===== config.mk =====
export PLATFORM = sky130hd
export DESIGN_NAME = power_wakeup_requester
export DESIGN_NICKNAME = d
export VERILOG_FILES = /design/src/rtl/pm_pkg.sv /design/src/rtl/flit_hold_buffer.sv /design/src/rtl/power_wakeup_requester.sv
export SDC_FILE = /design/constraint.sdc
export NUM_CORES = 1
export LEC_CHECK = 0
export ABC_AREA = 1
export BUFFER_PORTS_ARGS = -buffer_cell sky130_fd_sc_hd__buf_2
export CORE_MARGIN = 4
export CORE_UTILIZATION = 55
export DETAILED_ROUTE_END_ITERATION = 8
export PLACE_DENSITY = 0.93
export SLEW_MARGIN = 20
export SYNTH_ARGS = -nofsm -noshare
export SYNTH_HDL_FRONTEND = slang
export SYNTH_SLANG_ARGS = --single-unit

===== constraint.sdc =====
create_clock -name clk -period 3.6 [get_ports clk]
set_clock_uncertainty 0.2 [all_clocks]
set_input_delay 0.54 -clock clk [delete_from_list [all_inputs] [get_ports clk]]
set_output_delay 0.54 -clock clk [all_outputs]
set_load 0.005 [all_outputs]

===== src/rtl/pm_pkg.sv =====
// ---------------------------------------------------------------------------
// pm_pkg
//   Shared definitions for the router power-management blocks.
//   - req_state_e : state of the upstream wake requester (1-bit encoding).
//   - pm_state_e  : state constants of the downstream router power manager.
//   - WAKE_UP_LATENCY : default downstream wake-up latency in cycles. Any
//     requester timeout must exceed it, or a healthy wake gets flagged.
// ---------------------------------------------------------------------------
package pm_pkg;

  typedef enum logic {
    RUN = 1'b0,
    REQ = 1'b1
  } req_state_e;

  typedef enum logic [1:0] {
    ON       = 2'd0,
    WAKE_UP  = 2'd1,
    CLK_GATE = 2'd2,
    PWR_GATE = 2'd3
  } pm_state_e;

  localparam int unsigned WAKE_UP_LATENCY = 200;

endpackage : pm_pkg


===== src/rtl/flit_hold_buffer.sv =====
// ---------------------------------------------------------------------------
// flit_hold_buffer
//   One-entry valid/ready register with a stall input. A flit is accepted
//   only while the entry is empty and leaves only while it is full, so a
//   load and an unload never coincide (at most one flit per two cycles).
//
// Ports
//   clk, reset          : rising-edge clock, synchronous active-high reset
//   in_valid/in_data    : upstream flit
//   in_ready            : entry empty, a flit can be accepted
//   out_valid/out_data  : buffered flit offered downstream (masked by stall)
//   out_ready           : downstream accepts the flit
//   stall               : holds the flit back without dropping it
//   buf_valid           : raw entry-occupied flag, independent of stall
// ---------------------------------------------------------------------------
module flit_hold_buffer #(
  parameter int DATA_WIDTH = 32
) (
  input  logic                  clk,
  input  logic                  reset,
  input  logic                  in_valid,
  input  logic [DATA_WIDTH-1:0] in_data,
  output logic                  in_ready,
  output logic                  out_valid,
  output logic [DATA_WIDTH-1:0] out_data,
  input  logic                  out_ready,
  input  logic                  stall,
  output logic                  buf_valid
);

  logic load;
  logic unload;

  assign in_ready  = ~buf_valid;
  assign out_valid = buf_valid & ~stall;
  assign load      = in_valid & in_ready;
  assign unload    = out_valid & out_ready;

  // NOTE: sequential state uses non-blocking assignments so every flop
  // samples pre-edge values, regardless of statement order in the block.
  always_ff @(posedge clk) begin
    if (reset) begin
      buf_valid <= 1'b0;
      // NOTE: the data register is reset even though buf_valid qualifies it;
      // out_data is visible at the port and must read 0 after reset.
      out_data  <= '0;
    end else begin
      if (load) begin
        buf_valid <= 1'b1;
        out_data  <= in_data;
      end else if (unload) begin
        buf_valid <= 1'b0;
      end
    end
  end

endmodule : flit_hold_buffer


===== src/rtl/power_wakeup_requester.sv =====
// ---------------------------------------------------------------------------
// power_wakeup_requester
//   Sits on a router output port in front of a link whose downstream router
//   may be clock- or power-gated. Outgoing flits are held in a one-entry
//   buffer; while the downstream reports signal_off the flit is stalled and
//   a registered wake request (request_to_on) is raised. The request is held
//   for at least REQ_HOLD cycles and drops once the downstream is on, after
//   which the flit is released. Counts wake requests (saturating) and keeps
//   a sticky flag for a request that outlives WAKE_TIMEOUT cycles.
//
// Ports
//   clk, reset          : rising-edge clock, synchronous active-high reset
//   in_valid/in_data    : upstream flit          in_ready : buffer empty
//   out_valid/out_data  : flit to downstream     out_ready: downstream takes it
//   signal_off          : downstream is gated or still waking
//   request_to_on       : registered wake request to the downstream manager
//   active              : local activity, feeds this router's power manager
//   wake_count          : wake requests issued, saturating at all-ones
//   timeout_err         : sticky, a wake request exceeded WAKE_TIMEOUT
// ---------------------------------------------------------------------------
module power_wakeup_requester
  import pm_pkg::*;
#(
  parameter int DATA_WIDTH   = 32,
  parameter int WAKE_TIMEOUT = 255,
  parameter int REQ_HOLD     = 2,
  parameter int CNT_WIDTH    = 16
) (
  input  logic                  clk,
  input  logic                  reset,
  input  logic                  in_valid,
  input  logic [DATA_WIDTH-1:0] in_data,
  output logic                  in_ready,
  output logic                  out_valid,
  output logic [DATA_WIDTH-1:0] out_data,
  input  logic                  out_ready,
  input  logic                  signal_off,
  output logic                  request_to_on,
  output logic                  active,
  output logic [CNT_WIDTH-1:0]  wake_count,
  output logic                  timeout_err
);

  localparam int HOLD_W = 4;
  localparam int WAIT_W = $clog2(WAKE_TIMEOUT + 1);

  localparam logic [HOLD_W-1:0]    HOLD_MAX  = HOLD_W'(REQ_HOLD - 1);
  localparam logic [WAIT_W-1:0]    WAIT_MAX  = WAIT_W'(WAKE_TIMEOUT);
  localparam logic [WAIT_W-1:0]    WAIT_LAST = WAIT_W'(WAKE_TIMEOUT - 1);
  localparam logic [CNT_WIDTH-1:0] CNT_MAX   = '1;

  // Elaboration-time guards on the parameter ranges.
  if (REQ_HOLD < 1 || REQ_HOLD > 15) begin : g_bad_req_hold
    $error("REQ_HOLD must be in 1..15");
  end
  if (WAKE_TIMEOUT <= int'(WAKE_UP_LATENCY)) begin : g_bad_timeout
    $error("WAKE_TIMEOUT must exceed the downstream WAKE_UP_LATENCY");
  end

  req_state_e           state_q, state_d;
  logic [HOLD_W-1:0]    hold_q, hold_d;
  logic [WAIT_W-1:0]    wait_q, wait_d;
  logic [CNT_WIDTH-1:0] wake_count_d;
  logic                 timeout_d;
  logic                 buf_valid;
  logic                 stall;

  // The flit may only leave in RUN with the downstream reporting on; a
  // signal_off rising together with out_ready therefore blocks the transfer.
  assign stall = (state_q != RUN) | signal_off;

  flit_hold_buffer #(
    .DATA_WIDTH (DATA_WIDTH)
  ) u_buf (
    .clk       (clk),
    .reset     (reset),
    .in_valid  (in_valid),
    .in_data   (in_data),
    .in_ready  (in_ready),
    .out_valid (out_valid),
    .out_data  (out_data),
    .out_ready (out_ready),
    .stall     (stall),
    .buf_valid (buf_valid)
  );

  assign active        = in_valid | buf_valid;
  // The state flop itself is the registered request.
  assign request_to_on = (state_q == REQ);

  // Next-state and counter logic.
  always_comb begin
    // NOTE: every variable gets a default before the case so no path leaves
    // one unassigned, which would otherwise infer a latch.
    state_d      = state_q;
    hold_d       = hold_q;
    wait_d       = wait_q;
    wake_count_d = wake_count;
    timeout_d    = timeout_err;

    unique case (state_q)
      RUN: begin
        // Only a pending flit justifies a wake; a gated, idle link is fine.
        if (buf_valid && signal_off) begin
          state_d = REQ;
          hold_d  = '0;
          wait_d  = '0;
          if (wake_count != CNT_MAX) begin
            wake_count_d = wake_count + 1'b1;
          end
        end
      end

      REQ: begin
        if (hold_q != HOLD_MAX) hold_d = hold_q + 1'b1;
        if (wait_q != WAIT_MAX) wait_d = wait_q + 1'b1;
        // Flag on the edge where wait_cnt becomes WAKE_TIMEOUT, so the flag
        // is visible exactly WAKE_TIMEOUT cycles after REQ entry.
        if (wait_q >= WAIT_LAST) timeout_d = 1'b1;
        // The hold check makes a one-cycle low glitch on signal_off early in
        // the request harmless: it cannot end REQ before the hold elapses.
        if (hold_q >= HOLD_MAX && !signal_off) begin
          state_d = RUN;
        end
      end

      default: state_d = RUN;
    endcase
  end

  always_ff @(posedge clk) begin
    if (reset) begin
      state_q     <= RUN;
      hold_q      <= '0;
      wait_q      <= '0;
      wake_count  <= '0;
      timeout_err <= 1'b0;
    end else begin
      state_q     <= state_d;
      hold_q      <= hold_d;
      wait_q      <= wait_d;
      wake_count  <= wake_count_d;
      timeout_err <= timeout_d;
    end
  end

endmodule : power_wakeup_requester


==> After elaboration in Yosys (flattened, before gate mapping) <==
Index checks and enable logic that the tools add are counted.
{ "totals": {"reg_bits": 63, "latchBits": 0, "ram_bits": 0, "rom_bits": 0, "output_inout_bits": 53, "word_cells": 45, "mem_count": 0} }
{ "classes": {"addsub": 3, "mul": 0, "div_mod_pow": 0, "n_lt_le_gt_ge": 2, "n_eq_ne": 6, "n_shift": 0, "n_mux": 11, "n_bitwise": 8, "n_reduce_logical": 8} }
{ "ops": {"columns": ["op", "count"], "rows": [
  ["16-bit by 1-bit adder with 16-bit output, second input constant", 1],
  ["8-bit 2-to-1 mux", 2],
  ["16-bit inequality test, second input constant", 1],
  ["8-bit case mux with 2 select lines", 1],
  ["8-bit by 1-bit adder with 8-bit output, second input constant", 1],
  ["8-bit >= comparator, second input constant", 1],
  ["4-bit 2-to-1 mux", 2],
  ["8-bit inequality test, second input constant", 1],
  ["4-bit case mux with 2 select lines", 1],
  ["2-bit AND reduction", 3],
  ["4-bit by 1-bit adder with 4-bit output, second input constant", 1],
  ["4-bit by 1-bit >= comparator with 1-bit output, second input constant", 1],
  ["1-bit 2-to-1 mux", 4],
  ["2-bit by 1-bit inequality test with 1-bit output, second input constant", 2],
  ["4-bit by 1-bit inequality test with 1-bit output, second input constant", 1],
  ["1-bit AND", 3],
  ["1-bit NOT", 3],
  ["3-bit AND reduction", 1],
  ["1-bit logical AND", 2],
  ["2-bit inequality test, second input constant", 1],
  ["1-bit bitwise OR", 2],
  ["1-bit case mux with 2 select lines", 1],
  ["2-bit nonzero test", 1],
  ["1-bit zero test", 1]
]} }

==> Depth between registers and ports, before layout <==
Gate-level depths: netlist of run 1.
{ "depth": {"depth_word": 6, "ltp_mapped": 9} }

==> Hierarchy <==
Synthesis of run 1 repeated with hierarchy kept, for this count alone.
{ "hier_totals": {"hier_cells": 484, "hier_area_um2": 3328.2} }
{ "modules_own_cells": {"columns": ["mod", "instances", "cells_per_inst", "area_each_um2"], "rows": [
  ["power_wakeup_requester", 1, 269, 1881.8],
  ["flit_hold_buffer", 1, 215, 1446.4]
]} }

==> Least setup slack after synthesis of run 1 <==
Ideal clock, no wire load.
{ "synth_path": {"path_type": "reg2reg", "start": "reg wake_count[0]", "end": "reg wake_count[12]", "setup_ns": 0.115, "t_arrival_ns": 1.326, "setup_slack_ns": 1.959, "stages_incl_launch_ff": 7, "period_less_slack_ns": 1.641, "path_cell_list": "dfxtp_1 -> ha_1 -> nand3_4 -> nor3_1 -> nand4_1 -> nand2_1 -> nor2_1"} }
{ "synth_via": {"elab_chain_len": 2, "word_cells_on_any_way": 3} }
{ "synth_lines": {"columns": ["item", "line", "source"], "rows": [
  ["start: declaration", "power_wakeup_requester.sv:40", "output logic [CNT_WIDTH-1:0] wake_count,"],
  ["start signal: assignment", "power_wakeup_requester.sv:142", "wake_count <= wake_count_d;"],
  ["branches (longest 2 deep; another with 16-bit by 1-bit adder with 16-bit output)", null, null]
]} }
Parallel ways; which one is timed is not known.
A chain may end at the register's enable or synchronous reset.

==> Worst setup path after layout of run 1 <==
{ "layout_path": {"start": "reg state_q (netlist: request_to_on)", "end": "reg wake_count[12]"} }
{ "layout_via": {"elab_chain_len": 2} }
{ "layout_lines": {"columns": ["item", "line", "source"], "rows": [
  ["start: declaration", "power_wakeup_requester.sv:60", "req_state_e state_q, state_d;"],
  ["start signal: assignment", "power_wakeup_requester.sv:139", "state_q <= state_d;"],
  ["1-bit NOT (no source line)", null, null],
  ["3-bit AND reduction (no source line)", null, null]
]} }
Every way passes these cells.

==> qor.txt, run 1 <==
Worst-case clock buffer depth: 2
Clk slew on worst S/H paths: 70 ps
Final antenna-violating net count: 0
Synthesis Warnings: 0
Crit start category: flop
Worst-Margin Slew: 903 ps
Filler cells: 378
PD cells: 429 mW/mm^2
Share of cells above drive strength 1: 23.2%
Period minus WS final: 2060 ps
Post-synth EDFFs: 0
Starting Density: 58.5%
Vias/cell: 5.20
Initial antenna violation count: 0
Port bufs: 89
Global-route usage over all layers: 23.8%
DRT iter0 DRCs: 231
Total CTS buffers: 9
Required @ worst endpoint: 3640 ps
Final hold vios: 0
DP HPWL: 4840 um
FFs w/ async S/R, synth: 0%
Synth cell types: 30
IO Pins: 90
Diodes inserted: 0
Die area: 0.00641 sq mm
Worst VDD drop: 0.000331 V
Worst Path Arrival: 2100 ps
Synthesized cell area: 0.00286 sq mm
Routed via count: 2970
Final slew viol count: 0
Main synth FF type: dfxtp_1
Post-CTS setup buffers: 0
Area growth syn-to-layout: 23.2%
Syn_area_per_cell: 6.93 sq um
Clk root buf: clkbuf_8
GRT Max-Usage Layer: met2
Cts hold-fix bufs: 0
Setup CP Type: flop to flop
Final Cycle Share: 57.2%
Drc violations: 0
Multi-input gate area: 0.00139 sq mm
Vias in the first global route: 2867
CTS tree: done
Grt ovf: 0
# nets final: 542
Post-CTS resize count: 0
RSZ-0062 raised after global routing: no
Register area share after synthesis: 44.2%
Die height: 80.1 um
GPL Wtd Cong: 0.893
Commonest non-fill, non-tap cell in the layout: nor2_1
# setup viols final: 0
H-tree depth: 3
Crit path cell chain: inv_1 > nand3_2 > nor3_1 > nand4_1 > nand2_1 > nor2_1
Slowest library cell on the worst path: nor3_1
Slew HR: 39.7%
WL final: 7030 um
Area contributors post-synth: dfxtp_1 44%, nor2_1 15%, nand2_1 8.4%
Max Cap Viol: 0
Leak pwr: 1.72 nW
CP Capture Type: flop
CTS sink cnt: 63
Most frequent cells in the layout: 114 x nor2_1, 89 x buf_2, 64 x nand2_1
GRT met1 Usage: 26.3%
CORE AREA: 0.00488 sq mm
Synth top area share: 44.2%
Clock Latency Late Sink: 350 ps
First-pass GRT wire length: 12100 um
Non-filler cells, final: 571
Detailed Routing Iterations Pass 1: 5
# rows: 25
Syn_nets: 455
Fmax: 485 MHz
Sequential Area: 0.00126 sq mm
Total power: 0.00151 W
TNS Setup: 0 ps
Crit-path leading delay family: simple AND/OR/NAND/NOR gates
Largest net degree at the start of global routing: 56
Cell count after synthesis: 412
Status: finished clean
WP buf/inv: 1
Met2 GRT Util: 40.7%
Die Wd: 80.1 um
Post-DR wirelength/cell: 12.3 um
Largest stage delay, worst path: 590 ps
Placed Cells: 555
Met3 usage: 8.07%
Largest fanout on the critical path: 13
Hold Path Class: input pin to flop
Cell taking the most area after synthesis: dfxtp_1
#FFs+latches synth: 63
[synth_stat cells, types with 4 or more instances]
cell      number
nand3_1       27
inv_1         34
nor2_1       114
a21oi_1       25
ha_1           6
nand4_1        4
o21ai_0       39
nand2_1       64
clkbuf_1      10
nor3_1         4
dfxtp_1       63
[worst register-to-register path: stages (launching register included)]
cell and delay, ps:
dfxtp_1 430, inv_1 180, nand3_2 260, nor3_1 600, nand4_1 150, nand2_1 90, nor2_1 40
[sequential cells by signal, summed over array words and instances (netlist names)]
register	count
hold_q	4
request_to_on	1
timeout_err	1
u_buf.buf_valid	1
u_buf.out_data	32
wait_q	8
wake_count	16
[path summary, 6_finish.rpt]
kind	startpoint	end	slack [ps]	cells after the start
worst max-delay path	request_to_on	wake_count[12]	1540	6
worst min-delay path	out_ready	u_buf.buf_valid	160	2
worst max register to register	request_to_on	wake_count[12]	1540	6
worst min register to register	timeout_err	timeout_err	250	2
[cell type report]
class                      instances  area share, %
multi-input combinational        298           39.5
sequential                        63           35.8
timing repair buffer              91           13.1
inverter                          36           3.84
clock buffer                      10           3.63
tap                               67           2.38
clock inverter                     6           1.74
[cell families after synthesis]
group | count (synthesis) | synth area share [%]
adders and majority gates | 6 | 2.63
buffers and inverters | 51 | 7.18
and+or+nand+nor | 224 | 33.8
DFF | 63 | 44.2
AOI/OAI and AO/OA | 68 | 12.3
[routing by layer]
metal  up-vias  part of all wire [%]
met4         0                   1.9
met2       142                    48
li1       1500                     -
met1      1315                    41
met5         -                     0
met3        13                   8.7
[metrics by stage]
| stage | area [sq um] | worst slack [ps] | hold slack [ps] | utilization, % |
|---|---|---|---|---|
| 2_1_floorplan | 2860 | 1960 | 238 | - |
| 3_3_place_gp | 3330 | 1480 | 244 | 68.3 |
| 3_5_place_dp | 3330 | 1450 | 245 | 68.3 |
| 4_1_cts | 3520 | 1580 | 149 | 72.1 |
| 5_1_grt | 3520 | 1310 | 149 | 72.1 |
| 6_report | 3520 | 1540 | 156 | 72.1 |
[where the power goes]
part / switching (W) / leakage [nW] / internal (W)
clock: 0.000283 / 0.0960 / 0.000317
sequential: 0.0000227 / 0.516 / 0.000733
combinational: 0.0000898 / 1.11 / 0.0000651
Power figures use the tool's default switching activity.
==> run 2: changes to the inputs <==
--- a/config.mk
+++ b/config.mk
@@ -8,9 +8,9 @@
 export ABC_AREA = 1
 export BUFFER_PORTS_ARGS = -buffer_cell sky130_fd_sc_hd__buf_2
 export CORE_MARGIN = 4
-export CORE_UTILIZATION = 55
+export CORE_UTILIZATION = 46
 export DETAILED_ROUTE_END_ITERATION = 8
-export PLACE_DENSITY = 0.93
+export PLACE_DENSITY = 0.84
 export SLEW_MARGIN = 20
 export SYNTH_ARGS = -nofsm -noshare
 export SYNTH_HDL_FRONTEND = slang
==> constraint.sdc (replaced) <==
create_clock -name clk -period 1.7 [get_ports clk]
set_clock_uncertainty 0.2 [all_clocks]
set_input_delay 0.255 -clock clk [delete_from_list [all_inputs] [get_ports clk]]
set_output_delay 0.255 -clock clk [all_outputs]
set_load 0.005 [all_outputs]
==> qor.txt, run 2 (synthesis gave the netlist of run 1 again) <==
CTS sink cnt: 63 (unchanged)
Top Registers: u_buf.out_data: 32 flops, wake_count: 16 flops, wait_q: 8 flops
Initial antenna violation count: 0 (unchanged)
RSZ-0062 raised after global routing: no
Largest stage delay, worst path: 310 ps (-280 ps)
Final hold vios: 0 (unchanged)
Drc violations: 0 (unchanged)
Crit start category: flop
Setup CP Type: flop to primary output
Worst hold slack: 28.6 ps (-128 ps)
Most flops, register: u_buf.out_data
First-pass GRT wire length: 13600 um (+13%)
CORE AREA: 0.00599 sq mm (+23%)
Fmax: 618 MHz
# setup viols final: 0 (unchanged)
WL final: 8410 um (+20%)
Period minus WS final: 1620 ps
Largest fanout on the critical path: 11 (-2)
Die area: 0.00753 sq mm (+18%)
# rows: 28 (+12%)
Starting Density: 47.7% (-11 points)
PD cells: 857 mW/mm^2 (+100%)
Die Wd: 86.8 um (+8.4%)
Global-route usage over all layers: 22.6% (-1.2 points)
Multi-input gate area: 0.00142 sq mm (+2.2%)
Leak pwr: 1.95 nW (+13%)
Detailed Routing Iterations Pass 1: 5 (unchanged)
Status: finished clean
Placed cell areas: 0.00345 sq mm (+3.5%)
Slew HR: 78.4% (+39 points)
Clock Latency Late Sink: 330 ps (-20 ps)
Port bufs: 89 (unchanged)
Clk slew on worst S/H paths: 70 ps (about the same)
Grt ovf: 0 (unchanged)
Share of cells above drive strength 1: 26.0% (+2.7 points)
Number of flip-flops in the largest register: 32 (unchanged)
Diodes inserted: 0 (unchanged)
# nets final: 590 (+8.9%)
CTS tree: done
H-tree depth: 3 (unchanged)
Crit path cell chain: buf_4 > nor3_2 > buf_2
TNS Setup: 0 ps (unchanged)
GPL Wtd Cong: 0.858 (-3.9%)
Worst VDD drop: 0.000580 V (+75%)
Slowest library cell on the worst path: dfxtp_1
Utilization after layout: 67.3% (-4.8 points)
Required @ worst endpoint: 1240 ps (-2400 ps)
Clk root buf: clkbuf_8
Largest net degree at the start of global routing: 33 (-41%)
Final slew viol count: 0 (unchanged)
Die height: 86.8 um (+8.4%)
Final antenna-violating net count: 0 (unchanged)
Design area: 0.00403 sq mm (+15%)
Final Cycle Share: 95.2%
Filler cells: 470 (+24%)
Sequential Area: 0.00127 sq mm (+0.50%)
Hold Path Class: input pin to flop
Worst-case clock buffer depth: 2 (unchanged)
Commonest non-fill, non-tap cell in the layout: nor2_1
Vias/cell: 5.16 (-0.77%)
IO Pins: 90 (unchanged)
Most frequent cells in the layout: 112 x nor2_1, 89 x buf_2, 61 x nand2_1
Area growth syn-to-layout: 41.1%
Total CTS buffers: 9 (unchanged)
Routed via count: 3231 (+8.8%)
CP Capture Type: primary output
Worst Path Arrival: 1160 ps (-940 ps)
Post-DR wirelength/cell: 13.4 um (+9.1%)
Max Cap Viol: 0 (unchanged)
DP HPWL: 5210 um (+7.6%)
Vias in the first global route: 3065 (+6.9%)
Total power: 0.00345 W (+130%)
Worst-Margin Slew: 324 ps (-579 ps)
DRT iter0 DRCs: 301 (+30%)
==> run 2: layer usage <==
layer	global-route usage, %	part of all wire (%)	vias to the layer above
met1	26.2	41	1472
met5	0	0	-
met2	37.3	48	144
met3	7.22	8.3	22
met4	11.3	2.3	0
li1	-	-	1593
==> run 2: critical path: cells and delay by family, from the launching register on <==
kind	cells	cell delay [ps]
buffers and inverters	2	320
AND/OR/NAND/NOR	1	200
flip-flops	1	310
==> run 2: what timing repair did <==
action,in CTS,in global routing
endpoints found under the setup margin,2,22
pin swaps,0,1
resized for setup,1,12
endpoints found under the hold margin,33,0
setup buffers,0,1
hold buffers,33,0
==> run 2: area by class of cell <==
type,count,share of cell area [%]
repair buffers,139,22.4
multi-input cells,298,35.2
well taps,75,2.33
flip-flops and latches,63,31.4
clock inverters,4,1.74
clock buffers,11,3.51
inverters,36,3.35
==> run 2: path summary, 6_finish.rpt <==
| path | start | end | slack [ps] | cells after the start |
|---|---|---|---|---|
| hold reg to reg | timeout_err | timeout_err | 250 | 2 |
| setup reg to reg | hold_q[1] | hold_q[3] | 80 | 8 |
| hold / removal | reset | wait_q[1] | 30 | 2 |
| setup / recovery | request_to_on | out_valid | 80 | 3 |
==> run 2: stage by stage <==
stage / setup slack (ps) / instances
after global placement: 48.6 / 577
after detailed placement: 8.65 / 577
after floorplan: 59.2 / 412
after CTS: 6.69 / 625
after global routing: 3.63 / 626
final: 81.0 / 626
==> run 2: where the power goes <==
| part | internal, W | switching [W] | total [W] | leakage (nW) |
|---|---|---|---|---|
| logic | 0.000208 | 0.000232 | 0.000440 | 1.32 |
| registers | 0.00155 | 0.0000437 | 0.00160 | 0.518 |
| clock network | 0.000853 | 0.000563 | 0.00142 | 0.109 |
| total | 0.00261 | 0.000839 | 0.00345 | 1.95 |
==> run 3: changes to the inputs <==
--- a/config.mk
+++ b/config.mk
@@ -6,11 +6,12 @@
 export NUM_CORES = 1
 export LEC_CHECK = 0
 export ABC_AREA = 1
-export BUFFER_PORTS_ARGS = -buffer_cell sky130_fd_sc_hd__buf_2
 export CORE_MARGIN = 4
-export CORE_UTILIZATION = 46
+export CORE_UTILIZATION = 56
 export DETAILED_ROUTE_END_ITERATION = 8
-export PLACE_DENSITY = 0.84
+export DONT_BUFFER_PORTS = 1
+export MAX_ROUTING_LAYER = met4
+export PLACE_DENSITY = 0.82
 export SLEW_MARGIN = 20
 export SYNTH_ARGS = -nofsm -noshare
 export SYNTH_HDL_FRONTEND = slang
==> qor.txt, run 3 (synthesis gave the netlist of run 1 again) <==
Status: finished clean
Required @ worst endpoint: 1240 ps (about the same)
Pint: 0.00255 W (-2.6%)
CORE AREA: 0.00482 sq mm (-20%)
PD cells: 923 mW/mm^2 (+7.7%)
Detailed Routing Iterations Pass 1: 5 (unchanged)
CTS tree: done
Fmax: 597 MHz (-3.3%)
Clk slew on worst S/H paths: 60 ps (about the same)
Setup CP Type: input pin to primary output
Reg-to-reg slack, setup: 110 ps (+30 ps)
Combinational share of power: 9.8% (-2.9 points)
Slowest library cell on the worst path: dlygate4sd3_1
Post-DR wirelength/cell: 14.7 um (+9.8%)
Max Cap Viol: 0 (unchanged)
Global-route usage over all layers: 26.9% (+4.3 points)
CTS sink cnt: 63 (unchanged)
Number of flip-flops in the largest register: 32 (unchanged)
Final antenna-violating net count: 0 (unchanged)
Final hold vios: 0 (unchanged)
Worst-Margin Slew: 405 ps (+80.6 ps)
Share of cells above drive strength 1: 13.2% (-13 points)
GRT Max-Usage Layer: met2
Final slew viol count: 0 (unchanged)
Switch share: 24.3% (about the same)
Met2 GRT Util: 43.3% (+6.0 points)
First-pass GRT wire length: 13100 um (-3.9%)
Most frequent cells in the layout: 113 x nor2_1, 62 x nand2_1, 52 x dfxtp_1
Routed via count: 2925 (-9.5%)
Reg2reg start: wake_count[7]
Worst hold path startpoint: signal_off
Final Cycle Share: 98.5% (+3.3 points)
Period minus WS final: 1680 ps (+56.0 ps)
Worst-case clock buffer depth: 2 (unchanged)
Initial antenna violation count: 0 (unchanged)
Total CTS buffers: 9 (unchanged)
GPL Wtd Cong: 0.858 (about the same)
Clock share of power: 42.1% (+1.1 points)
IO Pins: 90 (unchanged)
# nets final: 507 (-14%)
CP Launch Point: signal_off
Top Registers: u_buf.out_data: 32 flops, wake_count: 16 flops, wait_q: 8 flops
Sequential Area: 0.00127 sq mm (+0.59%)
Placed cell areas: 0.00302 sq mm (-12%)
Die area: 0.00631 sq mm (-16%)
# setup viols final: 0 (unchanged)
Crit path cell chain: dlygate4sd3_1 > nor3_1
Multi-input gate area: 0.00143 sq mm (+0.62%)
Clock Latency Late Sink: 330 ps (about the same)
DP HPWL: 4650 um (-11%)
Diodes inserted: 0 (unchanged)
Die Wd: 79.4 um (-8.5%)
WL final: 7890 um (-6.2%)
Largest stage delay, worst path: 590 ps (+280 ps)
Filler cells: 356 (-24%)
Drc violations: 0 (unchanged)
Hold Path Class: input pin to flop
Crit-path leading delay family: buffers and inverters
# rows: 25 (-11%)
DRT iter0 DRCs: 250 (-17%)
Vias/cell: 5.47 (+5.9%)
Die height: 79.4 um (-8.5%)
WP buf/inv: 1 (-1)
Worst VDD drop: 0.000653 V (+13%)
Worst Path Arrival: 1220 ps (+60 ps)
H-tree depth: 3 (unchanged)
Vias in the first global route: 2891 (-5.7%)
Leak pwr: 1.57 nW (-19%)
Non-filler cells, final: 535 (-15%)
Met3 usage: 7.00% (-0.23 points)
Pre-CTS setup slack: -15.9 ps (-24.5 ps)
Port bufs: 0 (-100%)
Flop pwr share: 48.1% (+1.8 points)
Commonest non-fill, non-tap cell in the layout: nor2_1
Grt ovf: 0 (unchanged)
Area growth syn-to-layout: 27.6%
Crit start category: input pin
Most flops, register: u_buf.out_data
Psw: 0.000818 W (-2.5%)
CP Capture Type: primary output
Post-CTS setup buffers: 0 (unchanged)
Starting Density: 59.3% (+12 points)
Post-route setup slack: 25.0 ps (-56.0 ps)
Design area: 0.00364 sq mm (-9.6%)
Clk root buf: clkbuf_8
Placed Cells: 484 (-16%)
Total power: 0.00336 W (-2.6%)
Largest net degree at the start of global routing: 33 (unchanged)
Largest fanout on the critical path: 3 (-8)
RSZ-0062 raised after global routing: yes
GRT met1 Usage: 31.5% (+5.3 points)
Slew HR: 72.8% (-5.6 points)
## run 3: changes by cell type in the layout (fill, tap and decap cells not counted), moves of 2 or more
| cell | previous run | this run |
|---|---|---|
| buf_2 | 89 | 0 |
| dfxtp_1 | 58 | 52 |
| dfxtp_2 | 5 | 11 |
| buf_4 | 17 | 20 |
| dlygate4sd3_1 | 33 | 36 |
| nand2_2 | 5 | 3 |
| nor2_2 | 3 | 1 |
## run 3: worst reg2reg max path, delay by kind of cell (launching register included)
kind | cells | cell delay [ps]
simple gates | 5 | 630
compound gates | 1 | 200
buf+inv | 1 | 80
flops | 1 | 380
## run 3: worst paths after layout
kind                   end  cells after the start
max              out_valid                      2
min          wake_count[3]                      5
max reg2reg  wake_count[2]                      7
min reg2reg    timeout_err                      2
## run 3: power groups by stage
stage | sequential (W) | combinational (W) | clock (W)
final | 0.00162 | 0.000328 | 0.00142
after global routing | 0.00163 | 0.000371 | 0.00149
after global placement | 0.00164 | 0.000225 | 0
after floorplan | 0.00163 | 0.000176 | 0
after detailed placement | 0.00164 | 0.000237 | 0
after CTS | 0.00161 | 0.000306 | 0.00142
## run 3: layout make-up
| type | count | share of cell area (%) |
|---|---|---|
| Clock inverter | 4 | 1.92 |
| Tap cell | 67 | 2.30 |
| Inverter | 36 | 3.71 |
| Multi-Input combinational cell | 298 | 39.2 |
| Sequential cell | 63 | 35.0 |
| Clock buffer | 11 | 3.88 |
| Timing Repair Buffer | 56 | 14.0 |
## run 3: layer usage
layer,part of all wire (%),up-vias
li1,-,1425
met1,39,1324
met2,49,165
met3,11,11
met4,1.4,0
met5,0,-
## run 3: timing repair
action	in CTS	in global routing
endpoints found under the hold margin	42	0
gates resized for setup	2	19
endpoints found under the setup margin	4	20
pin swaps	0	2
hold buffers	36	0
## run 3: per-stage QoR
step	setup TNS, ps	hold WS (ps)	utilization (%)
after global placement	0	125	62.7
after floorplan	0	146	-
after CTS	0	88.7	74.7
after global routing	-37.7	117	75.7
final	0	93.0	75.7
after detailed placement	-15.9	127	62.7
